File: src/rtl/uart_pkg.sv
// Shared UART definitions for the transmit path and the receive wrapper.
package uart_pkg;

    localparam int unsigned UART_DATA_BITS  = 8;
    localparam logic        UART_IDLE_LEVEL = 1'b1;
    localparam int unsigned UART_BAUD_DIV   = 868;

    typedef enum logic [1:0] {
        StIdle,
        StStart,
        StData,
        StStop
    } tx_state_t;

endpackage

File: src/rtl/sync_fifo.sv
// Single-clock FIFO with first-word-fall-through read data.
module sync_fifo #(
    parameter int unsigned Width = 8,
    parameter int unsigned AddrW = 4
) (
    input  logic             clk_i,
    input  logic             rst_i,
    input  logic             push_i,
    input  logic             pop_i,
    input  logic [Width-1:0] din_i,
    output logic [Width-1:0] dout_o,
    output logic             full_o,
    output logic             empty_o
);

    localparam int unsigned Depth = 2 ** AddrW;

    logic [Width-1:0] mem_q [Depth];
    logic [AddrW-1:0] wptr_q, rptr_q;
    logic [AddrW:0]   count_q;
    logic             do_push, do_pop;

    assign full_o  = (count_q == (AddrW + 1)'(Depth));
    assign empty_o = (count_q == '0);
    assign do_push = push_i & ~full_o;
    assign do_pop  = pop_i & ~empty_o;
    assign dout_o  = mem_q[rptr_q];

    always_ff @(posedge clk_i or posedge rst_i) begin
        if (rst_i) begin
            wptr_q  <= '0;
            rptr_q  <= '0;
            count_q <= '0;
        end else begin
            if (do_push) wptr_q <= wptr_q + 1'b1;
            if (do_pop)  rptr_q <= rptr_q + 1'b1;
            case ({do_push, do_pop})
                2'b10:   count_q <= count_q + 1'b1;
                2'b01:   count_q <= count_q - 1'b1;
                default: count_q <= count_q;
            endcase
        end
    end

    // Storage needs no reset; the pointers define what is valid.
    always_ff @(posedge clk_i) begin
        if (do_push) mem_q[wptr_q] <= din_i;
    end

endmodule

File: src/rtl/uart_tx_buffered.sv
// Buffered 8N1 UART transmitter: byte FIFO feeding a fixed-divisor serialiser.
module uart_tx_buffered
    import uart_pkg::*;
#(
    parameter int unsigned BAUD_DIV = UART_BAUD_DIV,
    parameter int unsigned FIFO_AW  = 4
) (
    input  logic       Clock,
    input  logic       Reset,
    input  logic [7:0] WriteData,
    input  logic       WriteStrobe,
    input  logic       ClearOverflow,
    output logic       SDO,
    output logic       Busy,
    output logic       FifoFull,
    output logic       FifoEmpty,
    output logic       Overflow
);

    localparam logic [15:0] CntLoad = 16'(BAUD_DIV - 1);
    localparam logic [2:0]  LastBit = 3'(UART_DATA_BITS - 1);

    tx_state_t                 state_q, state_d;
    logic [15:0]               cnt_q, cnt_d;
    logic [2:0]                idx_q, idx_d;
    logic [UART_DATA_BITS-1:0] shift_q, shift_d;
    logic                      sdo_q, sdo_d;
    logic                      ovf_q, ovf_d;
    logic                      pop;
    logic [7:0]                fifo_dout;
    logic                      bit_end;

    sync_fifo #(
        .Width (8),
        .AddrW (FIFO_AW)
    ) u_fifo (
        .clk_i   (Clock),
        .rst_i   (Reset),
        .push_i  (WriteStrobe),
        .pop_i   (pop),
        .din_i   (WriteData),
        .dout_o  (fifo_dout),
        .full_o  (FifoFull),
        .empty_o (FifoEmpty)
    );

    always_ff @(posedge Clock or posedge Reset) begin
        if (Reset) begin
            state_q <= StIdle;
            cnt_q   <= '0;
            idx_q   <= '0;
            shift_q <= '0;
            sdo_q   <= UART_IDLE_LEVEL;
            ovf_q   <= 1'b0;
        end else begin
            state_q <= state_d;
            cnt_q   <= cnt_d;
            idx_q   <= idx_d;
            shift_q <= shift_d;
            sdo_q   <= sdo_d;
            ovf_q   <= ovf_d;
        end
    end

    assign bit_end = (cnt_q == '0);

    always_comb begin
        state_d = state_q;
        cnt_d   = cnt_q;
        idx_d   = idx_q;
        shift_d = shift_q;
        pop     = 1'b0;
        case (state_q)
            StIdle: begin
                if (!FifoEmpty) begin
                    pop     = 1'b1;
                    shift_d = fifo_dout;
                    cnt_d   = CntLoad;
                    state_d = StStart;
                end
            end
            StStart: begin
                if (bit_end) begin
                    cnt_d   = CntLoad;
                    idx_d   = '0;
                    state_d = StData;
                end else begin
                    cnt_d = cnt_q - 1'b1;
                end
            end
            StData: begin
                if (bit_end) begin
                    cnt_d   = CntLoad;
                    shift_d = shift_q >> 1;
                    idx_d   = idx_q + 1'b1;
                    if (idx_q == LastBit) state_d = StStop;
                end else begin
                    cnt_d = cnt_q - 1'b1;
                end
            end
            StStop: begin
                if (bit_end) begin
                    // Chain straight into the next start bit when data is waiting.
                    if (!FifoEmpty) begin
                        pop     = 1'b1;
                        shift_d = fifo_dout;
                        cnt_d   = CntLoad;
                        state_d = StStart;
                    end else begin
                        state_d = StIdle;
                    end
                end else begin
                    cnt_d = cnt_q - 1'b1;
                end
            end
            default: state_d = StIdle;
        endcase
    end

    always_comb begin
        sdo_d = UART_IDLE_LEVEL;
        case (state_d)
            StStart: sdo_d = ~UART_IDLE_LEVEL;
            StData:  sdo_d = shift_d[0];
            default: sdo_d = UART_IDLE_LEVEL;
        endcase
        // A dropped write outranks a coincident clear.
        ovf_d = ovf_q;
        if (ClearOverflow)            ovf_d = 1'b0;
        if (WriteStrobe && FifoFull)  ovf_d = 1'b1;
    end

    assign SDO      = sdo_q;
    assign Overflow = ovf_q;
    assign Busy     = (state_q != StIdle) | ~FifoEmpty;

endmodule
File: config.mk
export PLATFORM = sky130hd
export DESIGN_NAME = uart_tx_buffered
export DESIGN_NICKNAME = d
export VERILOG_FILES = /design/src/rtl/uart_pkg.sv /design/src/rtl/sync_fifo.sv /design/src/rtl/uart_tx_buffered.sv
export SDC_FILE = /design/constraint.sdc
export NUM_CORES = 1
export LEC_CHECK = 0
export CAP_MARGIN = 20
export CELL_PAD_IN_SITES_DETAIL_PLACEMENT = 0
export CELL_PAD_IN_SITES_GLOBAL_PLACEMENT = 1
export CORE_MARGIN = 2
export CORE_UTILIZATION = 55
export CTS_CLUSTER_DIAMETER = 50
export CTS_CLUSTER_SIZE = 10
export DETAILED_ROUTE_END_ITERATION = 6
export PLACE_DENSITY = 0.87
export SLEW_MARGIN = 10
export SYNTH_ARGS = -nofsm -noshare
export SYNTH_HDL_FRONTEND = slang
export SYNTH_SLANG_ARGS = --single-unit
File: constraint.sdc
create_clock -name Clock -period 5.9 [get_ports Clock]
set_clock_uncertainty 0.15 [all_clocks]
set_input_delay 1.475 -clock Clock [delete_from_list [all_inputs] [get_ports Clock]]
set_output_delay 1.475 -clock Clock [all_outputs]
set_load 0.01 [all_outputs]
# == Word level (Yosys, flattened, before mapping) ==
# Memories as Yosys holds them, arrays and structs flattened.
# Cells that the tools add are included.
# op_classes
n_eq_ne,12
add_sub_neg,6
mux,27
reduce_logical,12
bitwise_logic,5
# op_table
operator,count
$mux W16,3
$pmux W16 S3,1
$mux W8,3
$pmux W8 S3,1
$logic_not A16 Y1,1
$sub A16 B1 Y16 const B,1
$mux W2,5
$pmux W5 S2,1
$add A4 B1 Y4 const B,2
$eq A2 B2 Y1 const B,4
$pmux W2 S4,1
$reduce_bool A2 Y1,4
$mux W1,7
$eq A2 B1 Y1 const B,3
$mux W3,2
$ne A2 B2 Y1 const B,3
$pmux W3 S2,1
$reduce_and A3 Y1,2
$add A5 B1 Y5 const B,1
$eq A5 B5 Y1 const B,1
$logic_not A5 Y1,1
$sub A5 B1 Y5 const B,1
$pmux W1 S2,2
$add A3 B1 Y3 const B,1
other kinds (8),10
# totals
memories,1
reg_bits,44
elab_cells,73
output_inout_bits,5
ram_bits,128
# memory_table
name,words,width,rd,rd_ports_with_merged_regs,write_ports,line,rtl
u_fifo.mem_q,16,8,1,0,1,sync_fifo.sv:18,logic [Width-1:0] mem_q [Depth];

# == Logic depth before layout (Yosys ltp) ==
# logic_depth
word_depth,7
depth_mapped,16
ltp_nobuf,15

# == By module ==
# From an unflattened synthesis, not the netlist that was laid out.
# hier_totals
hier_cells,539
hier_area_um2,7786.2
# by_module_without_submodules
mod,seq_area_each_um2,n_inst,cells_each,area_per_inst_um2
sync_fifo,4169.0,1,333,5796.8
uart_tx_buffered,777.0,1,206,1989.4

# == Worst setup path before layout ==
# Ideal clock, no wire load.
# synth_timing
kind,input to register
startpoint,input WriteStrobe
endpoint,register u_fifo.count_q[4]
t_arrival_ns,3.065
path_slack_ns,2.561
setup_ns,0.124
required_ns,5.626
cell_stages,10
path_cell_list,and2_1 > clkbuf_1 > inv_1 > ha_1 > ha_1 > a21o_1 > a21oi_1 > xnor2_1 > nor2_1 > xnor2_1
# synth_via
elab_chain_cells,3
elab_cells_between_ends,5
cone_classes,eq/ne (2); mux (1); bitwise (1); reduce/logical (1)
# synth_rtl
element,line,rtl
from (decl),uart_tx_buffered.sv:11,"input logic WriteStrobe,"
$and A1 B1 Y1 (*),sync_fifo.sv:25,assign do_push = push_i & ~full_o;
$eq A2 B1 Y1 / $eq A2 B2 Y1 (equally long branches),sync_fifo.sv:37,"case ({do_push, do_pop})"
$pmux W5 S2 / $reduce_bool A2 Y1 (equally long branches),--,
to (signal assigned),sync_fifo.sv:38,2'b10: count_q <= count_q + 1'b1;
to (signal assigned),sync_fifo.sv:39,2'b01: count_q <= count_q - 1'b1;
to (signal assigned),sync_fifo.sv:40,default: count_q <= count_q;
to (decl),sync_fifo.sv:20,logic [AddrW:0] count_q;
# Mark *: on every way between the ends. The rest lies on a longest branch, timed or not.
# A chain may end at the register's enable or synchronous reset.

# == Worst setup path in the final report ==
# layout_timing
startpoint,register u_fifo.count_q[0]
endpoint,output FifoEmpty
# layout_via
elab_chain_cells,1
# layout_rtl
element,line,rtl
$logic_not A5 Y1,sync_fifo.sv:24,assign empty_o = (count_q == '0);
to (decl),uart_tx_buffered.sv:16,"output logic FifoEmpty,"
# No other way between the ends.

==> results.toml <==
[outcome]
status = "finished clean"

[global_route]
globalRoute.totalOverflow = 0
grt_usage_pct = 21.94
via_count_of_the_first_global_routing_pass = 4174
antenna_found_initial = 0
pin_count_of_the_biggest_net_entering_global_routing = 45
grt_first_pass_wirelength_um = 23320

[sta]
total_count_of_max_transition_violations_in_the_final_report = 0
rsz_0062_raised_after_global_routing = "no"
holdWs_ns = 0.3527
finalHoldViolations = 0
finalCritPeriodShare_pct = 69.28
fin_ws_ns = 1.812
max_clock_freq_mhz = 244.6
timing.setup.tns_ns = 0
slew-limit-headroom_pct = 36.48
setup-violations-final = 0
period_needed_ns = 4.088
worstMarginPinSlew_ns = 0.9465

[pwr]
worst_ir_drop_vdd_mv = 0.2796
power.internal_uw = 2207
p_sw_share_pct = 24.43
pwr_density_cell_nw_per_um2 = 341.2
seqPwrFrac_pct = 51.1
share_clk_of_total_power_pct = 38.0
power_frac_comb_pct = 10.9
power_switching_uw = 713.3
p_leak_uw = 0.002979

[die]
fp.dieArea_sq_um = 14810
die_w_um = 121.7
io_pins = 17
row_count = 43
initial_core_util_pct = 55.55
dieHeight_um = 121.7
core_sq_um = 13720

[drt]
drt_first_iter_violations = 422
num_vias = 4292
dr.pass1.iters = 7
final_antenna_net_count = 0
remaining_drc_errors = 0
drt_wl_total_um = 14810
avgRoutedWirePerCell_um = 20.83
via_per_inst = 6.037

[placement]
gp_routability_congestion = 0.8004
place_hpwl_um = 9428
port_buffers = 16
dpl_worst_slack_ns = 1.808

[finish]
nets = 548
area_growth_syn_to_layout_pct = 12.30
post_route_cells_drive_above_1_share_pct = 17.33
filler_cell_count = 956
antenna_cells = 0
multi_input_comb_area_sq_um = 2506
regArea_sq_um = 4947

[worst_setup_path]
timing.critical_path.from_type = "register"
crit_path_start = "u_fifo.count_q[0]"
endpoint_kind = "primary output"
slowest_cp_cell = "sky130_fd_sc_hd__clkdlybuf4s50_1"
worst_path_depth = 4
crit_path_max_cell_delay_ns = 0.58
crit_arrival_ns = 2.46
critPathBufInv = 2
reg2reg_to = "u_fifo.count_q[4]"
endpoint = "FifoEmpty"
worst-endpoint-required_ns = 4.28
rr_startpoint = "cnt_q[0]"
setup.worst_path.class = "register to primary output"
critical_path.top_delay_family = "buffers and inverters"
crit_path_cell_trace = "nor4_4 > nand2_2 > inv_2 > clkdlybuf4s50_1"
r2r_cells = 15
biggest_fanout_along_the_worst_timing_path = 19
r2r_setup_slack_ns = 2.28

[synth]
synth_top_area_share_pct = 50.44
synth-main-ff-cell = "sky130_fd_sc_hd__edfxtp_1"
synthTopCellsByCount = "sky130_fd_sc_hd__edfxtp_1 (128), sky130_fd_sc_hd__dfrtp_1 (43), sky130_fd_sc_hd__nor2_1 (38), sky130_fd_sc_hd__mux4_2 (32), sky130_fd_sc_hd__nand2_1 (29)"
postSynth.asyncResetShare_pct = 25.58
postSynthCellCount = 498
synthesis.area_sq_um = 7621
ys_seq_area_share_pct = 64.90
synth_warnings = 0
post_synth_main_area_contributors = "sky130_fd_sc_hd__edfxtp_1 (50%), sky130_fd_sc_hd__dfrtp_1 (14%), sky130_fd_sc_hd__mux4_2 (9.5%)"
postSynthAreaPerCell_sq_um = 15.30
synthesized_flop_and_latch_total = 172
yosys.cell_count.top_type = "sky130_fd_sc_hd__edfxtp_1"
synth-edff-count = 128
mappedNetlistNets = 528
synth_cell_types = 67
synth_largest_area_cell = "sky130_fd_sc_hd__edfxtp_1"

[clock_network]
cts_resizes = 0
cts.clk_slew.worst_paths_ns = 0.06
htreeDepth = 4
cts_inserted_buffers = 17
tritoncts = "done"
clock_path_buffers = 2
cts_hold_buf = 0
post_cts.repair.setup_buffers = 0
clock_insertion_delay_worst_skew_ns = 0.43
cts_root_buf = "sky130_fd_sc_hd__clkbuf_16"
clkSinkCount = 172

[hold_path]
worstHoldPathType = "register to register"
worst_hold_path.num_cells = 1

[run]
maxCapViolCount = 0
cell families after synthesis:
kind of cell | synth area share, %
flops | 64.90
simple gates | 8.340
compound gates | 7.684
mux | 12.15
buf+inv | 2.282
fa+ha+maj | 3.054
xor+xnor | 1.593
placed cells by master, fill, tap and decap left out, types with 16 or more instances in the layout:
master                            instances
sky130_fd_sc_hd__clkbuf_16               17
sky130_fd_sc_hd__o21ai_0                 22
sky130_fd_sc_hd__inv_1                   20
sky130_fd_sc_hd__ha_1                    17
sky130_fd_sc_hd__nor2_1                  38
sky130_fd_sc_hd__edfxtp_1               128
sky130_fd_sc_hd__mux4_2                  32
sky130_fd_sc_hd__dfrtp_1                 42
sky130_fd_sc_hd__mux2i_1                 16
sky130_fd_sc_hd__clkdlybuf4s50_1         16
sky130_fd_sc_hd__nand2_1                 29
registers in the layout (all words and copies together), names as in the netlist:
register        cells
state_q             2
cnt_q              16
u_fifo.rptr_q       4
Overflow            1
SDO                 1
u_fifo.wptr_q       4
idx_q               3
shift_q             8
u_fifo.count_q      5
u_fifo.mem_q      128
worst reg2reg max path, stage by stage, from the launching register on:
cell and delay (ns):
sky130_fd_sc_hd__dfrtp_1 0.41, sky130_fd_sc_hd__inv_1 0.08, sky130_fd_sc_hd__ha_1 0.22, sky130_fd_sc_hd__nor2b_1 0.27
sky130_fd_sc_hd__and4_1 0.36, sky130_fd_sc_hd__nand3_2 0.15, sky130_fd_sc_hd__a211oi_4 0.44, sky130_fd_sc_hd__ha_1 0.31
sky130_fd_sc_hd__inv_1 0.10, sky130_fd_sc_hd__fa_1 0.40, sky130_fd_sc_hd__inv_1 0.07, sky130_fd_sc_hd__a21o_1 0.11
sky130_fd_sc_hd__a21oi_1 0.08, sky130_fd_sc_hd__xnor2_1 0.16, sky130_fd_sc_hd__nor2_1 0.07, sky130_fd_sc_hd__xnor2_1 0.12
worst min path at each step:
stage,from,end,slack [ns]
floorplan,cnt_q[14],cnt_q[14],0.31
global placement,idx_q[2],idx_q[2],0.33
detailed placement,idx_q[2],idx_q[2],0.35
CTS,idx_q[2],idx_q[2],0.36
global route,idx_q[2],idx_q[2],0.39
finish,idx_q[2],idx_q[2],0.35
routing by layer:
layer | GRT usage, % | share of wire (%)
met5 | 0 | 0
met4 | 8.118 | 2.0
met3 | 5.431 | 4.9
met2 | 34.83 | 50
met1 | 29.85 | 43
through the flow:
step	total power [uW]	cell area [sq um]	std cells	utilization, %
after CTS	2939	8518	707	62.09
after global routing	3036	8558	711	62.38
after detailed placement	1827	7931	675	57.81
after global placement	1805	7931	675	57.81
final	2920	8558	711	62.38
after floorplan	1715	7621	498	-
power groups by stage:
stage | Clock (uW) | Sequential (uW) | Combinational [uW]
2_1_floorplan | 0 | 1480 | 231
3_3_place_gp | 0 | 1510 | 299
3_5_place_dp | 0 | 1510 | 312
4_1_cts | 1130 | 1490 | 315
5_1_grt | 1180 | 1500 | 352
6_report | 1110 | 1490 | 317
area by class of cell:
type / instances / area share (%)
tap: 180 / 2.632
timing repair buffer: 22 / 2.456
inverter: 22 / 0.9649
multi-input combinational: 283 / 29.28
sequential: 172 / 57.81
clock buffer: 24 / 5.629
clock inverter: 8 / 1.228
(Power assumes the default switching activity.)
